==> src/rtl/lsu_rmw_if.sv <==
// CPU request/response and word-memory signals of the load/store unit.
// The slave modport is the unit itself; the master modport is its environment
// (CPU pipeline plus data memory).
interface lsu_rmw_if #(
    parameter int ADDR_WIDTH = 32,
    parameter int DATA_WIDTH = 32
);
    logic                  req_valid;
    logic                  req_ready;
    logic                  req_write;
    logic [1:0]            req_size;
    logic                  req_signed;
    logic [ADDR_WIDTH-1:0] req_addr;
    logic [DATA_WIDTH-1:0] req_wdata;
    logic                  resp_valid;
    logic [DATA_WIDTH-1:0] resp_rdata;
    logic                  misaligned;
    logic [ADDR_WIDTH-1:0] dmem_addr;
    logic                  dmem_write_enable;
    logic [DATA_WIDTH-1:0] dmem_writedata;
    logic [DATA_WIDTH-1:0] dmem_readdata;

    modport master (
        output req_valid, req_write, req_size, req_signed, req_addr, req_wdata,
        output dmem_readdata,
        input  req_ready, resp_valid, resp_rdata, misaligned,
        input  dmem_addr, dmem_write_enable, dmem_writedata
    );

    modport slave (
        input  req_valid, req_write, req_size, req_signed, req_addr, req_wdata,
        input  dmem_readdata,
        output req_ready, resp_valid, resp_rdata, misaligned,
        output dmem_addr, dmem_write_enable, dmem_writedata
    );
endinterface

==> src/rtl/lsu_rmw.sv <==
// Load/store unit in front of a word-addressed data memory: byte addresses and
// byte/half/word accesses become word traffic, loads are sign/zero extended,
// sub-word stores are read-modify-write, misaligned/illegal accesses are
// rejected without touching memory. Only DATA_WIDTH = 32 is supported.
module lsu_rmw #(
    parameter int ADDR_WIDTH = 32,
    parameter int DATA_WIDTH = 32
) (
    input logic      clk,
    input logic      rst,
    lsu_rmw_if.slave bus
);
    typedef enum logic [2:0] {
        IDLE, LOAD, STORE, RMW_RD, RMW_WR, RESP
    } state_t;

    state_t                state;
    logic [ADDR_WIDTH-1:0] addr_q;
    logic [1:0]            size_q;
    logic                  signed_q;
    logic [DATA_WIDTH-1:0] wdata_q;

    logic                  req_bad;
    logic [7:0]            lane_b;
    logic [15:0]           lane_h;
    logic [DATA_WIDTH-1:0] load_val;
    logic [DATA_WIDTH-1:0] merge_val;

    assign bus.req_ready = (state == IDLE);

    // Reject misaligned half/word accesses and the illegal size encoding.
    always_comb begin
        case (bus.req_size)
            2'b01:   req_bad = bus.req_addr[0];
            2'b10:   req_bad = |bus.req_addr[1:0];
            2'b11:   req_bad = 1'b1;
            default: req_bad = 1'b0;
        endcase
    end

    // Select the addressed little-endian lane of the read word and extend it.
    always_comb begin
        case (addr_q[1:0])
            2'b00:   lane_b = bus.dmem_readdata[7:0];
            2'b01:   lane_b = bus.dmem_readdata[15:8];
            2'b10:   lane_b = bus.dmem_readdata[23:16];
            default: lane_b = bus.dmem_readdata[31:24];
        endcase
        lane_h = addr_q[1] ? bus.dmem_readdata[31:16] : bus.dmem_readdata[15:0];
        case (size_q)
            2'b00:   load_val = {{24{signed_q & lane_b[7]}}, lane_b};
            2'b01:   load_val = {{16{signed_q & lane_h[15]}}, lane_h};
            default: load_val = bus.dmem_readdata;
        endcase
    end

    // Replace only the addressed byte/half of the read word with store data.
    always_comb begin
        merge_val = bus.dmem_readdata;
        if (size_q == 2'b00) begin
            case (addr_q[1:0])
                2'b00:   merge_val[7:0]   = wdata_q[7:0];
                2'b01:   merge_val[15:8]  = wdata_q[7:0];
                2'b10:   merge_val[23:16] = wdata_q[7:0];
                default: merge_val[31:24] = wdata_q[7:0];
            endcase
        end else if (addr_q[1]) begin
            merge_val[31:16] = wdata_q[15:0];
        end else begin
            merge_val[15:0] = wdata_q[15:0];
        end
    end

    // Access sequencer with registered memory strobes and response outputs.
    // The merged word is captured straight into dmem_writedata at the end of
    // RMW_RD, so that register doubles as the read-modify-write merge register.
    always_ff @(posedge clk) begin
        if (rst) begin
            state                 <= IDLE;
            addr_q                <= '0;
            size_q                <= '0;
            signed_q              <= 1'b0;
            wdata_q               <= '0;
            bus.resp_valid        <= 1'b0;
            bus.resp_rdata        <= '0;
            bus.misaligned        <= 1'b0;
            bus.dmem_addr         <= '0;
            bus.dmem_write_enable <= 1'b0;
            bus.dmem_writedata    <= '0;
        end else begin
            case (state)
                IDLE: begin
                    if (bus.req_valid) begin
                        addr_q        <= bus.req_addr;
                        size_q        <= bus.req_size;
                        signed_q      <= bus.req_signed;
                        wdata_q       <= bus.req_wdata;
                        bus.dmem_addr <= {2'b00, bus.req_addr[ADDR_WIDTH-1:2]};
                        if (req_bad) begin
                            state          <= RESP;
                            bus.resp_valid <= 1'b1;
                            bus.misaligned <= 1'b1;
                        end else if (!bus.req_write) begin
                            state <= LOAD;
                        end else if (bus.req_size == 2'b10) begin
                            state                 <= STORE;
                            bus.dmem_write_enable <= 1'b1;
                            bus.dmem_writedata    <= bus.req_wdata;
                        end else begin
                            state <= RMW_RD;
                        end
                    end
                end
                LOAD: begin
                    state          <= RESP;
                    bus.resp_valid <= 1'b1;
                    bus.resp_rdata <= load_val;
                end
                STORE: begin
                    state                 <= RESP;
                    bus.dmem_write_enable <= 1'b0;
                    bus.resp_valid        <= 1'b1;
                end
                RMW_RD: begin
                    state                 <= RMW_WR;
                    bus.dmem_write_enable <= 1'b1;
                    bus.dmem_writedata    <= merge_val;
                end
                RMW_WR: begin
                    state                 <= RESP;
                    bus.dmem_write_enable <= 1'b0;
                    bus.resp_valid        <= 1'b1;
                end
                RESP: begin
                    state              <= IDLE;
                    bus.resp_valid     <= 1'b0;
                    bus.resp_rdata     <= '0;
                    bus.misaligned     <= 1'b0;
                    bus.dmem_addr      <= '0;
                    bus.dmem_writedata <= '0;
                end
                default: state <= IDLE;
            endcase
        end
    end
endmodule
==> src/flat_wrapper.sv <==
// flat-port wrapper written by rule: the top's interface ports become plain ports
module lsu_rmw_flat 
#(
    parameter int ADDR_WIDTH = 32,
    parameter int DATA_WIDTH = 32
)
  (clk, rst, bus_req_valid, bus_req_write, bus_req_size, bus_req_signed, bus_req_addr, bus_req_wdata, bus_dmem_readdata, bus_req_ready, bus_resp_valid, bus_resp_rdata, bus_misaligned, bus_dmem_addr, bus_dmem_write_enable, bus_dmem_writedata);
  lsu_rmw_if #(.ADDR_WIDTH(ADDR_WIDTH), .DATA_WIDTH(DATA_WIDTH)) bus_i ();
  input logic clk;
  input logic rst;
  input wire logic [$bits(bus_i.req_valid)-1:0] bus_req_valid;
  input wire logic [$bits(bus_i.req_write)-1:0] bus_req_write;
  input wire logic [$bits(bus_i.req_size)-1:0] bus_req_size;
  input wire logic [$bits(bus_i.req_signed)-1:0] bus_req_signed;
  input wire logic [$bits(bus_i.req_addr)-1:0] bus_req_addr;
  input wire logic [$bits(bus_i.req_wdata)-1:0] bus_req_wdata;
  input wire logic [$bits(bus_i.dmem_readdata)-1:0] bus_dmem_readdata;
  output wire logic [$bits(bus_i.req_ready)-1:0] bus_req_ready;
  output wire logic [$bits(bus_i.resp_valid)-1:0] bus_resp_valid;
  output wire logic [$bits(bus_i.resp_rdata)-1:0] bus_resp_rdata;
  output wire logic [$bits(bus_i.misaligned)-1:0] bus_misaligned;
  output wire logic [$bits(bus_i.dmem_addr)-1:0] bus_dmem_addr;
  output wire logic [$bits(bus_i.dmem_write_enable)-1:0] bus_dmem_write_enable;
  output wire logic [$bits(bus_i.dmem_writedata)-1:0] bus_dmem_writedata;
  assign bus_i.req_valid = bus_req_valid;
  assign bus_i.req_write = bus_req_write;
  assign bus_i.req_size = bus_req_size;
  assign bus_i.req_signed = bus_req_signed;
  assign bus_i.req_addr = bus_req_addr;
  assign bus_i.req_wdata = bus_req_wdata;
  assign bus_i.dmem_readdata = bus_dmem_readdata;
  assign bus_req_ready = bus_i.req_ready;
  assign bus_resp_valid = bus_i.resp_valid;
  assign bus_resp_rdata = bus_i.resp_rdata;
  assign bus_misaligned = bus_i.misaligned;
  assign bus_dmem_addr = bus_i.dmem_addr;
  assign bus_dmem_write_enable = bus_i.dmem_write_enable;
  assign bus_dmem_writedata = bus_i.dmem_writedata;
  lsu_rmw #(.ADDR_WIDTH(ADDR_WIDTH), .DATA_WIDTH(DATA_WIDTH)) u_core (.clk(clk), .rst(rst), .bus(bus_i));
endmodule
==> config.mk <==
export PLATFORM = sky130hd
export DESIGN_NAME = lsu_rmw_flat
export DESIGN_NICKNAME = d
export VERILOG_FILES = /design/src/rtl/lsu_rmw_if.sv /design/src/rtl/lsu_rmw.sv /design/src/flat_wrapper.sv
export SDC_FILE = /design/constraint.sdc
export NUM_CORES = 1
export LEC_CHECK = 0
export CAP_MARGIN = 25
export CORE_ASPECT_RATIO = 2
export CORE_UTILIZATION = 45
export DETAILED_ROUTE_END_ITERATION = 8
export PLACE_DENSITY_LB_ADDON = 0.3
export SETUP_SLACK_MARGIN = 0.02
export SYNTH_ARGS = -nofsm -noshare
export SYNTH_HDL_FRONTEND = slang
export SYNTH_SLANG_ARGS = --single-unit
==> constraint.sdc <==
create_clock -name clk -period 4.15 [get_ports clk]
set_clock_uncertainty 0.05 [all_clocks]
set_input_delay 0.415 -clock clk [delete_from_list [all_inputs] [get_ports clk]]
set_output_delay 0.415 -clock clk [all_outputs]
set_load 0.03 [all_outputs]
; ---- After elaboration in Yosys (flattened, before gate mapping)
; Cells that the tools add are included.
[totals]
ff_bits = 123
inputBits = 103
[classes]
reduce_logical = 18
mux = 33
n_bitwise = 2
n_eq_ne = 16
[ops]
columns = operator, count
row1 = $mux 32, 6
row2 = $pmux 32 s2, 3
row3 = $pmux 32 s3, 1
row4 = $mux 16, 3
row5 = $mux 8, 4
row6 = $pmux 8 s3, 1
row7 = $reduce_and 5->1, 2
row8 = $mux 3, 3
row9 = $pmux 1 s3, 3
row10 = $pmux 3 s3, 1
row11 = $reduce_bool 3->1, 3
row12 = $mux 1, 7
row13 = $eq 2x1->1 const B, 3
row14 = $eq 2x2->1 const B, 3
row15 = $eq 3x2->1 const B, 2
row16 = $eq 3x3->1 const B, 2
row17 = $ne 2x2->1 const B, 3
row18 = $reduce_and 3->1, 2
row19 = $reduce_or 3->1, 2
row20 = $logic_not 2->1, 2
row21 = $ne 2x1->1 const B, 2
row22 = $reduce_and 2->1, 2
row23 = $reduce_bool 2->1, 2
row24 = $reduce_or 2->1, 2
row25 = other kinds (4), 5

; ---- Depth between registers and ports, before layout
[depth]
depth_word = 6
mapped_depth = 7
ltp_nobuf = 4

; ---- Worst setup path after synthesis
; Ideal clock, no wire load.
[synth_timing]
kind = flip-flop to flip-flop
start = register u_core.state[0]
end = register u_core.bus.dmem_addr[20]
path_stages_with_launch = 8
path_slack_ns = 1.828
n_path_buf = 3
t_required_ns = 4.030
arrival_ns = 2.201
path_cell_list = dfxtp_1 -> clkbuf_1 -> nor3_1 -> and2_1 -> clkbuf_1 -> clkbuf_1 -> nand2_1 -> a21oi_1
[synth_between]
elab_chain_len = 3
elab_cells_between_ends = 6
[synth_rtl]
columns = item, line
row1 = start: declaration, lsu_rmw.sv:17  ; state_t state;
row2 = start signal: assignment, lsu_rmw.sv:79  ; state <= IDLE;
row3 = start signal: assignment, lsu_rmw.sv:100  ; state <= RESP;
row4 = start signal: assignment, lsu_rmw.sv:104  ; state <= LOAD;
row5 = $logic_not 3->1 *, n/a
row6 = via bus_req_ready, flat_wrapper.sv:18  ; output wire logic [$bits(bus_i.req_ready)-1:0] bus_req_ready;
row7 = $ne 2x2->1 (no source line) / $reduce_bool 2->1 (equally long branches), n/a
row8 = $reduce_and 2->1 (no source line), n/a
row9 = end signal: assignment, lsu_rmw.sv:98  ; bus.dmem_addr <= {2'b00, bus.req_addr[ADDR_WIDTH-1:2]};
row10 = end: declaration, lsu_rmw_if.sv:34  ; output dmem_addr, dmem_write_enable, dmem_writedata
; The timed path passes the listed nets; every way through them passes the cells marked *.
; A chain may end at the register's enable or synchronous reset.

; ---- Worst setup path in the final report
[layout_timing]
start = register u_core.addr_q[1]
end = register u_core.bus.resp_rdata[11]
[layout_between]
elab_chain_len = 5
elab_cells_between_ends = 8
[layout_rtl]
columns = item, line
row1 = start: declaration, lsu_rmw.sv:18  ; logic [ADDR_WIDTH-1:0] addr_q;
row2 = start signal: assignment, lsu_rmw.sv:94  ; addr_q <= bus.req_addr;
row3 = "$eq 2x2->1, or another cell as far along", lsu_rmw.sv:43  ; case (addr_q[1:0])
row4 = $pmux 8 s3, lsu_rmw.sv:43
row5 = $and 1x1->1, lsu_rmw.sv:51  ; 2'b00: load_val = {{24{signed_q & lane_b[7]}}, lane_b};
row6 = $pmux 32 s2 *, lsu_rmw.sv:50  ; case (size_q)
row7 = $pmux 32 s2 *, lsu_rmw.sv:91  ; case (state)
row8 = end signal: assignment, lsu_rmw.sv:117  ; bus.resp_rdata <= load_val;
row9 = end: declaration, lsu_rmw_if.sv:33  ; output req_ready, resp_valid, resp_rdata, misaligned,
; Every way passes the cells marked *; elsewhere a longest branch is shown, timed or not.

==> metrics.yaml <==
h-tree-depth: 4
fin_crit_sh_pct: 63.2
cts_tree: "yes"
grt_max_degree: 65
grt_util_met3_pct: 6.31
area.growth.synth_to_final_pct: 42.6
critPathLaunchType: "flop"
core_sq_um: 13100
die_h_um: 166
gr-max-usage-layer: "met2"
tightest_slew_ps: 1050
met1_usage_pct: 27.5
fin_setup_tns_ps: 0
synth_edf_count: 0
ys_async_sr_fraction_pct: 0
min_path_type: "reg2reg"
critPathMaxFanout: 50
die_w_um: 84.0
post-dp-hpwl_um: 15000
clkSinkCount: 121
grt_pass1_vias: 5990
drive_gt1_share_pct: 10.6
grt_first_pass_wirelength_um: 31400
synthDistinctLibCells: 48
rsz0062_at_grt: "no"
violations: "design-rule violations"
cp.arrival_ps: 2880
ir_worst_vdd_v: 0.000331
max_clock_freq_mhz: 381
final_util_pct: 66.0
slew_violations: 0
portBuffers: 200
num_antenna_cells: 0
cts_made_buffers: 17
fp-row-count: 59
boundaryPins: 203
power_leakage_nw: 3.10
grt_overflow: 0
cap_violations: 0
clockRootBuffer: "clkbuf_16"
post_cts_buffers: 0
hold_viol_final: 0
drc: 26
start_util_pct: 46.3
post-place-ws_ps: 1240
finalSetupViolCount: 0
drt_iter0_drc: 509
antenna_found_initial: 0
slew_headroom_pct: 30.3
status: "finished, violations left"
ys_ff_latch: 121
clock_latency_ps: 420
gp_congestion: 0.908
finalCriticalPeriod_ps: 2620
fin_ws_ps: 1530
yosys_warnings: 0
avgSynthCellArea_sq_um: 8.16
wl_per_cell_um: 19.4
drt_wl_total_um: 20600
vias: 6148
die-area_sq_um: 13900
clk_pin_slew_ps: 60
p_per_area_nw_per_um2: 423
hold_buffers: 0
first_pass_iters: 7
synth_area_sq_um: 6050
criticalPathCategory: "reg2reg"
ant_nets: 0
crit_required_ps: 4400
via_per_inst: 5.77
nets: 1006
use_met2_pct: 53.0
seq_area_frac_synth_pct: 40.0
grt.total_usage_pct: 29.5
end_kind: "flop"
synthCells: 742
cts_buffer_depth: 2
cts_resized: 0
synth_flop_cell: "dfxtp_1"
==> cells in the mapped netlist (2+ instances only) <==
| master | instances | area (sq um) |
|---|---|---|
| nand2_1 | 178 | 668 |
| dfxtp_1 | 121 | 2420 |
| a21oi_1 | 88 | 440 |
| clkbuf_1 | 53 | 199 |
| nor2_1 | 50 | 188 |
| a311oi_2 | 28 | 420 |
| o211ai_1 | 25 | 188 |
| mux2_2 | 24 | 270 |
| o21ai_0 | 21 | 105 |
| inv_1 | 20 | 75.1 |
| a22o_1 | 16 | 140 |
| nand2b_1 | 11 | 68.8 |
| and3_1 | 9 | 56.3 |
| mux2i_1 | 9 | 90.1 |
| nor3b_1 | 9 | 67.6 |
| o21a_1 | 9 | 67.6 |
| a32o_1 | 8 | 80.1 |
| o22ai_1 | 8 | 50.1 |
| a2111o_1 | 7 | 78.8 |
| buf_2 | 5 | 25.0 |
| buf_4 | 5 | 37.5 |
| a311oi_1 | 4 | 35.0 |
| buf_1 | 3 | 11.3 |
| buf_6 | 3 | 33.8 |
| nor3_1 | 3 | 15.0 |
| nor2b_1 | 2 | 12.5 |
| or3b_2 | 2 | 17.5 |
==> power by group <==
group	total [mW]	internal, mW	switching, mW
logic	0.852	0.365	0.486
clock network	1.47	0.947	0.519
registers	1.33	1.25	0.0824
total	3.65	2.56	1.09
==> cells in the final DEF (no fill, tap or decap), types with 4 or more instances in the layout <==
cell type	Yosys	final
a2111o_1	7	7
a21oi_1	88	88
a22o_1	16	16
a311oi_1	4	4
a311oi_2	28	28
a32o_1	8	8
and3_1	9	9
buf_4	5	8
clkbuf_16	0	17
clkdlybuf4s50_1	0	199
clkinv_2	0	4
dfxtp_1	121	120
inv_1	20	20
mux2_2	24	24
mux2i_1	9	9
nand2_1	178	178
nand2b_1	11	11
nor2_1	50	50
nor3b_1	9	9
o211ai_1	25	25
o21a_1	9	9
o21ai_0	21	21
o22ai_1	8	8
==> registers in the layout, summed over array words and instances, names as in the netlist, 2 cells and up <==
signal / flops
u_core.state: 3
u_core.bus.dmem_addr: 30
u_core.wdata_q: 16
u_core.addr_q: 2
u_core.bus.resp_rdata: 32
u_core.bus.dmem_writedata: 32
u_core.size_q: 2
==> path summary, 6_finish.rpt <==
path / from / endpoint / slack, ps / depth (start not counted)
max: u_core.addr_q[1] / u_core.bus.resp_rdata[11] / 1530 / 4
min: u_core.bus.dmem_addr[3] / u_core.bus.dmem_addr[3] / 400 / 2
max reg2reg: u_core.addr_q[1] / u_core.bus.resp_rdata[11] / 1530 / 4
min reg2reg: u_core.bus.dmem_addr[3] / u_core.bus.dmem_addr[3] / 400 / 2
==> layer usage <==
| metal | share of wire, % | wire length, um | up-vias |
|---|---|---|---|
| li1 | - | - | 2925 |
| met5 | 0 | 0 | - |
| met1 | 33 | 6900 | 2811 |
| met2 | 52 | 10800 | 312 |
| met3 | 5.7 | 1180 | 100 |
| met4 | 8.5 | 1760 | 0 |
==> critical path, stage by stage, from the launching register on <==
cell     delay [ps]
dfxtp_2         930
mux4_2          470
a31oi_1         600
nand2_1         150
a32o_1          290
==> per-stage QoR <==
stage               instance area, sq um  hold slack (ps)  instances  total power [mW]
floorplan                           6060              395        743              1.85
global placement                    8000              390       1034              2.18
detailed placement                  8000              398       1034              2.19
CTS                                 8570              405       1064              3.66
global route                        8630              416       1066              3.78
finish                              8630              402       1066              3.65
==> kinds of logic (layout without fill, tap and decap cells) <==
| kind of cell | Yosys count | count (layout) | share of synthesized area (%) |
|---|---|---|---|
| muxes | 34 | 34 | 6.33 |
| DFF | 121 | 121 | 40.0 |
| and+or+nand+nor | 274 | 274 | 19.3 |
| other | 1 | 2 | 0.0620 |
| xor gates and xnor gates | 1 | 1 | 0.145 |
| AOI/OAI and AO/OA | 221 | 221 | 27.8 |
| buffers and inverters | 90 | 261 | 6.37 |
==> area by class of cell <==
class | count | area [sq um]
Clock buffer | 21 | 450
Sequential cell | 121 | 2420
Fill cell | 1116 | 4440
Inverter | 21 | 78.8
Tap cell | 152 | 190
Timing Repair Buffer | 210 | 2110
Multi-Input combinational cell | 532 | 3250
Clock inverter | 9 | 125
(Power assumes the default switching activity.)
